===== src/rtl/imm_decode_ctrl.sv =====
// imm_decode_ctrl: decode-stage queue for the immediate datapath.
// Fetched instructions are decoded (format class, sign-extended immediate)
// as they are enqueued, and the oldest entry is presented to dispatch.
// Optional macro IMM_JTYPE_EN adds the JAL / JALR / AUIPC decodes.
module imm_decode_ctrl #(
  parameter int DEPTH = 2,
  parameter int TAG_W = 6
) (
  input  logic             clk,
  input  logic             rstn,
  input  logic             flush,
  input  logic             in_valid,
  output logic             in_ready,
  input  logic [31:0]      in_instr,
  input  logic [TAG_W-1:0] in_tag,
  output logic             out_valid,
  input  logic             out_ready,
  output logic [31:0]      out_instr,
  output logic [TAG_W-1:0] out_tag,
  output logic [31:0]      out_imm,
  output logic [2:0]       out_fmt,
  output logic             out_illegal
);

  localparam int PTR_W = (DEPTH > 1) ? $clog2(DEPTH) : 1;
  localparam int CNT_W = PTR_W + 1;
  localparam logic [CNT_W-1:0] FULL_CNT = CNT_W'(DEPTH);

  localparam logic [2:0] FMT_NONE = 3'd0;
  localparam logic [2:0] FMT_I    = 3'd1;
  localparam logic [2:0] FMT_S    = 3'd2;
  localparam logic [2:0] FMT_B    = 3'd3;
  localparam logic [2:0] FMT_U    = 3'd4;
`ifdef IMM_JTYPE_EN
  localparam logic [2:0] FMT_J    = 3'd5;
`endif

  // Packs {illegal, fmt[2:0], imm[31:0]} for one instruction word.
  function automatic logic [35:0] decode(input logic [31:0] instr);
    logic signed [11:0] i12;
    logic signed [31:0] imm;
    logic [2:0]         fmt;
    logic               ill;
`ifdef IMM_JTYPE_EN
    logic signed [19:0] j20;
    j20 = '0;
`endif
    i12 = '0;
    imm = '0;
    fmt = FMT_NONE;
    ill = 1'b0;
    case (instr[6:0])
      7'b0010011, 7'b0000011: begin
        i12 = instr[31:20];
        imm = 32'(i12);
        fmt = FMT_I;
      end
      7'b0100011: begin
        i12 = {instr[31:25], instr[11:7]};
        imm = 32'(i12);
        fmt = FMT_S;
      end
      7'b1100011: begin
        // halfword offset, deliberately left unshifted
        i12 = {instr[31], instr[7], instr[30:25], instr[11:8]};
        imm = 32'(i12);
        fmt = FMT_B;
      end
      7'b0110111: begin
        imm = {instr[31:12], 12'b0};
        fmt = FMT_U;
      end
      7'b0110011: begin
        fmt = FMT_NONE;
      end
`ifdef IMM_JTYPE_EN
      7'b1101111: begin
        j20 = {instr[31], instr[19:12], instr[20], instr[30:21]};
        imm = 32'(j20);
        fmt = FMT_J;
      end
      7'b1100111: begin
        i12 = instr[31:20];
        imm = 32'(i12);
        fmt = FMT_I;
      end
      7'b0010111: begin
        imm = {instr[31:12], 12'b0};
        fmt = FMT_U;
      end
`endif
      default: begin
        ill = 1'b1;
      end
    endcase
    return {ill, fmt, imm};
  endfunction

  logic [31:0]      mem_instr [DEPTH];
  logic [TAG_W-1:0] mem_tag   [DEPTH];
  logic [31:0]      mem_imm   [DEPTH];
  logic [2:0]       mem_fmt   [DEPTH];
  logic             mem_ill   [DEPTH];

  logic [PTR_W-1:0] wr_ptr;
  logic [PTR_W-1:0] rd_ptr;
  logic [CNT_W-1:0] count;

  logic             enq;
  logic             deq;
  logic             vld_p0;
  logic [35:0]      dec_p0;

  // Handshake status depends on the registered count only.
  assign in_ready  = (count != FULL_CNT);
  assign out_valid = (count != '0);
  assign enq       = in_valid && in_ready && !flush;
  assign deq       = out_valid && out_ready && !flush;

  // ---- stage p0: decode at the queue input ----
  assign vld_p0 = enq;
  assign dec_p0 = decode(in_instr);

  // Write the decoded entry into the slot at wr_ptr.
  always_ff @(posedge clk or negedge rstn) begin
    if (!rstn) begin
      for (int i = 0; i < DEPTH; i++) begin
        mem_instr[i] <= '0;
        mem_tag[i]   <= '0;
        mem_imm[i]   <= '0;
        mem_fmt[i]   <= '0;
        mem_ill[i]   <= 1'b0;
      end
    end else if (vld_p0) begin
      mem_instr[wr_ptr] <= in_instr;
      mem_tag[wr_ptr]   <= in_tag;
      mem_imm[wr_ptr]   <= dec_p0[31:0];
      mem_fmt[wr_ptr]   <= dec_p0[34:32];
      mem_ill[wr_ptr]   <= dec_p0[35];
    end
  end

  // Pointer and occupancy bookkeeping; flush empties the queue.
  always_ff @(posedge clk or negedge rstn) begin
    if (!rstn) begin
      wr_ptr <= '0;
      rd_ptr <= '0;
      count  <= '0;
    end else if (flush) begin
      wr_ptr <= '0;
      rd_ptr <= '0;
      count  <= '0;
    end else begin
      if (enq) wr_ptr <= wr_ptr + PTR_W'(1);
      if (deq) rd_ptr <= rd_ptr + PTR_W'(1);
      case ({enq, deq})
        2'b10:   count <= count + CNT_W'(1);
        2'b01:   count <= count - CNT_W'(1);
        default: count <= count;
      endcase
    end
  end

  // ---- head read: outputs forced to zero when the queue is empty ----
  always_comb begin
    out_instr   = '0;
    out_tag     = '0;
    out_imm     = '0;
    out_fmt     = FMT_NONE;
    out_illegal = 1'b0;
    if (out_valid) begin
      out_instr   = mem_instr[rd_ptr];
      out_tag     = mem_tag[rd_ptr];
      out_imm     = mem_imm[rd_ptr];
      out_fmt     = mem_fmt[rd_ptr];
      out_illegal = mem_ill[rd_ptr];
    end
  end

endmodule


===== config.mk =====
export PLATFORM = sky130hd
export DESIGN_NAME = imm_decode_ctrl
export DESIGN_NICKNAME = d
export VERILOG_FILES = /design/src/rtl/imm_decode_ctrl.sv
export SDC_FILE = /design/constraint.sdc
export NUM_CORES = 1
export LEC_CHECK = 0
export ABC_AREA = 0
export CAP_MARGIN = 20
export CORE_MARGIN = 2
export CORE_UTILIZATION = 49
export CTS_BUF_LIST = sky130_fd_sc_hd__clkbuf_16
export DETAILED_ROUTE_END_ITERATION = 16
export PLACE_DENSITY = 0.88
export SLEW_MARGIN = 10
export SYNTH_ARGS = -nofsm -noshare
export SYNTH_HDL_FRONTEND = slang
export SYNTH_SLANG_ARGS = --single-unit

===== constraint.sdc =====
create_clock -name clk -period 1.4 [get_ports clk]
set_input_delay 0.21 -clock clk [delete_from_list [all_inputs] [get_ports clk]]
set_output_delay 0.21 -clock clk [all_outputs]
set_load 0.005 [all_outputs]

==> results.sh <==
export IMPL_powerDensity_nw_per_um2=1280
export IMPL_finalClockSkew_ns=0.0109
export IMPL_reg2reg_depth=9
export IMPL_worstSetupPathType="register to output pin"
export IMPL_status="finished with violations"
export IMPL_setup_viol=225
export IMPL_drive_gt1_share_pct=47.0
export IMPL_grt_pass1_wl_um=38600
export IMPL_vias=7713
export IMPL_min_period_ns=2.12
export IMPL_async_flop_share_pct=100
export IMPL_antennaDiodeCount=0
export IMPL_dieWidth_um=129
export IMPL_pre_cts_ws_ns=-0.578
export IMPL_core_area_um2=15300
export IMPL_crit_required_ns=1.19
export IMPL_ant_nets=0
export IMPL_yosys_area_top_type="dfrtp_1"
export IMPL_hpwlAfterDp_um=14200
export IMPL_dpl_cell_count=1006
export IMPL_synth_cell_types=43
export IMPL_design_portCount=119
export IMPL_power_mw=15.4
export IMPL_finalWirelength_um=34000
export IMPL_p_sw_share_pct=32.5
export IMPL_fin_ws_ns=-0.722
export IMPL_start_util_pct=50.4
export IMPL_dr_pass1_iters=10
export IMPL_ys_ff_latch=152
export IMPL_overflow=0
export IMPL_arrival_ns=1.91
export IMPL_nets=942
export IMPL_endpoint_kind="output pin"
export IMPL_syn_area_per_cell_um2=11.4
export IMPL_drcViolationCount=0
export IMPL_vias_per_cell=6.89
export IMPL_io_buffers=118
export IMPL_htree_levels=4
export IMPL_violations="setup timing"
export IMPL_synthMuxAreaShare_pct=24.1
export IMPL_max_clock_freq_ghz=0.471
export IMPL_relSlewSlack_pct=41.3
export IMPL_die_area_um2=16800
export IMPL_slew_viol_final=0
export IMPL_synthAdderAreaFrac_pct=0
export IMPL_synthSimpleGateAreaFrac_pct=9.65
export IMPL_pwr_share_seq_pct=40.4
export IMPL_maxCapViolations=0
export IMPL_grt_max_degree=65
export IMPL_period_share_pct=152
export IMPL_clockBufferDepth=2
export IMPL_synth_edf_count=0
export IMPL_grt_pass1_vias=6932
export IMPL_clock_root_buffer="clkbuf_16"
export IMPL_startpoint_type="register"
export IMPL_synth_top_family_by_area="multiplexers"
export IMPL_die_h_um=129
export IMPL_setup_tns_ns=-98.47
export IMPL_syn_area_um2=7710
export IMPL_ys_flop_type="dfrtp_1"
export IMPL_cts_tree="done"
export IMPL_syn_num_nets=721
export IMPL_final_util_pct=78.6
export IMPL_final_hold_viol_count=0
export IMPL_nFillCells=744
export IMPL_vdd_drop_max_uv=916
export IMPL_power_share_clock_pct=27.5
export IMPL_grt_antenna_before_repair=0
export IMPL_clock_sinks=152
export IMPL_place_congestion=0.805
export IMPL_clk_pin_slew_ns=0.06
export IMPL_internal_power_mw=10.4
export IMPL_synth_compound_area_share_pct=11.5
export IMPL_clkLatencyLatePin_ns=0.45
export IMPL_syn_to_final_growth_pct=56.1
export IMPL_holdWs_ns=0.252
export IMPL_cts_buffers=17
export IMPL_final_cells=1119
export IMPL_worst_pin_slew_ns=0.881
export IMPL_rsz0062_at_grt="yes"
export IMPL_wl_per_cell_um=30.4
export IMPL_leakage_nw=5.11
export IMPL_final_area_um2=12000
export IMPL_synth_xor_area_share_pct=0.114
export IMPL_critPathMaxFanout=6
export IMPL_initialDrtViolationCount=1277
export IMPL_ys_warn_count=0
export IMPL_synth_top_area_share_pct=49.3
export IMPL_synthCells=678
export IMPL_hold_class="primary input to async pin"
export IMPL_combPwrFrac_pct=32.1
export IMPL_synth_seq_area_share_pct=49.3
export IMPL_rows=45
export IMPL_p_switching_mw=4.99
export IMPL_grt_use_total_pct=30.4
export IMPL_postPlaceCellArea_um2=9470
export IMPL_ys_top_cells_by_area="dfrtp_1 (49%), mux2i_1 (10%), a31oi_1 (9.9%), mux2_2 (7.3%), mux2_4 (6.8%)"
## cells in the final DEF (no fill, tap or decap), types with 2 or more instances in the layout
cell             instances
dfrtp_1                151
a31oi_1                 81
mux2_4                  80
nor2_1                  68
buf_2                   51
mux2i_1                 49
buf_4                   47
buf_6                   45
clkdlybuf4s50_1         41
a31oi_4                 40
nand3_1                 28
buf_12                  26
clkbuf_16               25
mux2i_2                 24
buf_8                   20
clkbuf_2                19
nand4b_1                 9
inv_1                    8
nand4_1                  8
nor2_2                   6
nor2b_1                  6
buf_16                   6
mux2_2                   5
mux2i_4                  4
clkinv_1                 4
nor2_4                   3
a21oi_1                  3
o21ai_2                  3
clkinv_2                 3
nor3_4                   2
and2_1                   2
a21oi_4                  2
dlymetal6s2s_1           2
clkdlybuf4s15_1          2
## critical path, stage by stage, from the launching register on
cell	delay (ns)
dfrtp_4	0.50
buf_8	0.16
buf_6	0.12
clkbuf_16	0.16
buf_6	0.11
mux2i_1	0.12
nor2_1	0.16
buf_2	0.15
## flip-flops by register name, indices dropped and copies added (netlist names)
signal,count
mem_imm,64
wr_ptr,1
rd_ptr,1
mem_instr,64
mem_tag,12
mem_fmt,6
count,2
mem_ill,2
## cell usage after synthesis, types with 8 or more instances
cell type  instances
a31oi_1          122
buf_2             32
buf_6              9
clkbuf_1          19
dfrtp_1          152
mux2_2            50
mux2_4            35
mux2i_1           77
nand3_1           28
nand4_1            8
nand4b_1           9
nor2_1            77
## power groups by stage
| stage | sequential, mW | combinational [mW] | clock, mW |
|---|---|---|---|
| after detailed placement | 5.97 | 3.26 | 0 |
| after global placement | 5.90 | 3.15 | 0 |
| final | 6.21 | 4.94 | 4.23 |
| after global routing | 6.27 | 5.10 | 4.36 |
| after CTS | 5.94 | 3.46 | 4.02 |
| after floorplan | 5.79 | 1.99 | 0 |
## metal layers
metal	wire length [µm]	up-vias	part of all wire, %	track usage (%)
met5	0	-	0	0
met4	2420	0	7.1	13.2
met3	4150	222	12	10.7
met2	15100	761	45	47.7
met1	12300	3771	36	38.4
li1	-	2959	-	-
## final cells by class
| class | count | area [µm²] | area share [%] |
|---|---|---|---|
| sequential | 152 | 3810 | 31.6 |
| tap | 211 | 264 | 2.19 |
| multi-input combinational | 450 | 4520 | 37.6 |
| timing repair buffer | 270 | 2900 | 24.1 |
| inverter | 8 | 45.0 | 0.374 |
| clock inverter | 11 | 71.3 | 0.592 |
| clock buffer | 17 | 425 | 3.53 |
## final timing paths
kind	slack (ns)	to	start
max reg2reg	-0.50	mem_imm[24]	count[1]
min	0.25	mem_fmt[3]	rstn
max	-0.72	out_imm[11]	rd_ptr
min in group clk	0.43	mem_tag[11]	in_tag[5]
max in group asynchronous	0.56	mem_tag[1]	rstn
min reg2reg	0.51	mem_imm[31]	mem_imm[31]
## kinds of logic after synthesis
group | after synthesis
buf+inv | 76
xor+xnor | 1
flops | 152
simple gates | 145
mux | 162
compound gates | 142
## timing repair
item                                    CTS  global route
endpoints found under the setup margin  224           228
pin swaps                                13            39
endpoints found under the hold margin    34             0
cloned                                   10             9
gates resized for setup                 193           369
setup buffers                            22            53
hold buffers                              1             0
Power figures use the tool's default switching activity.
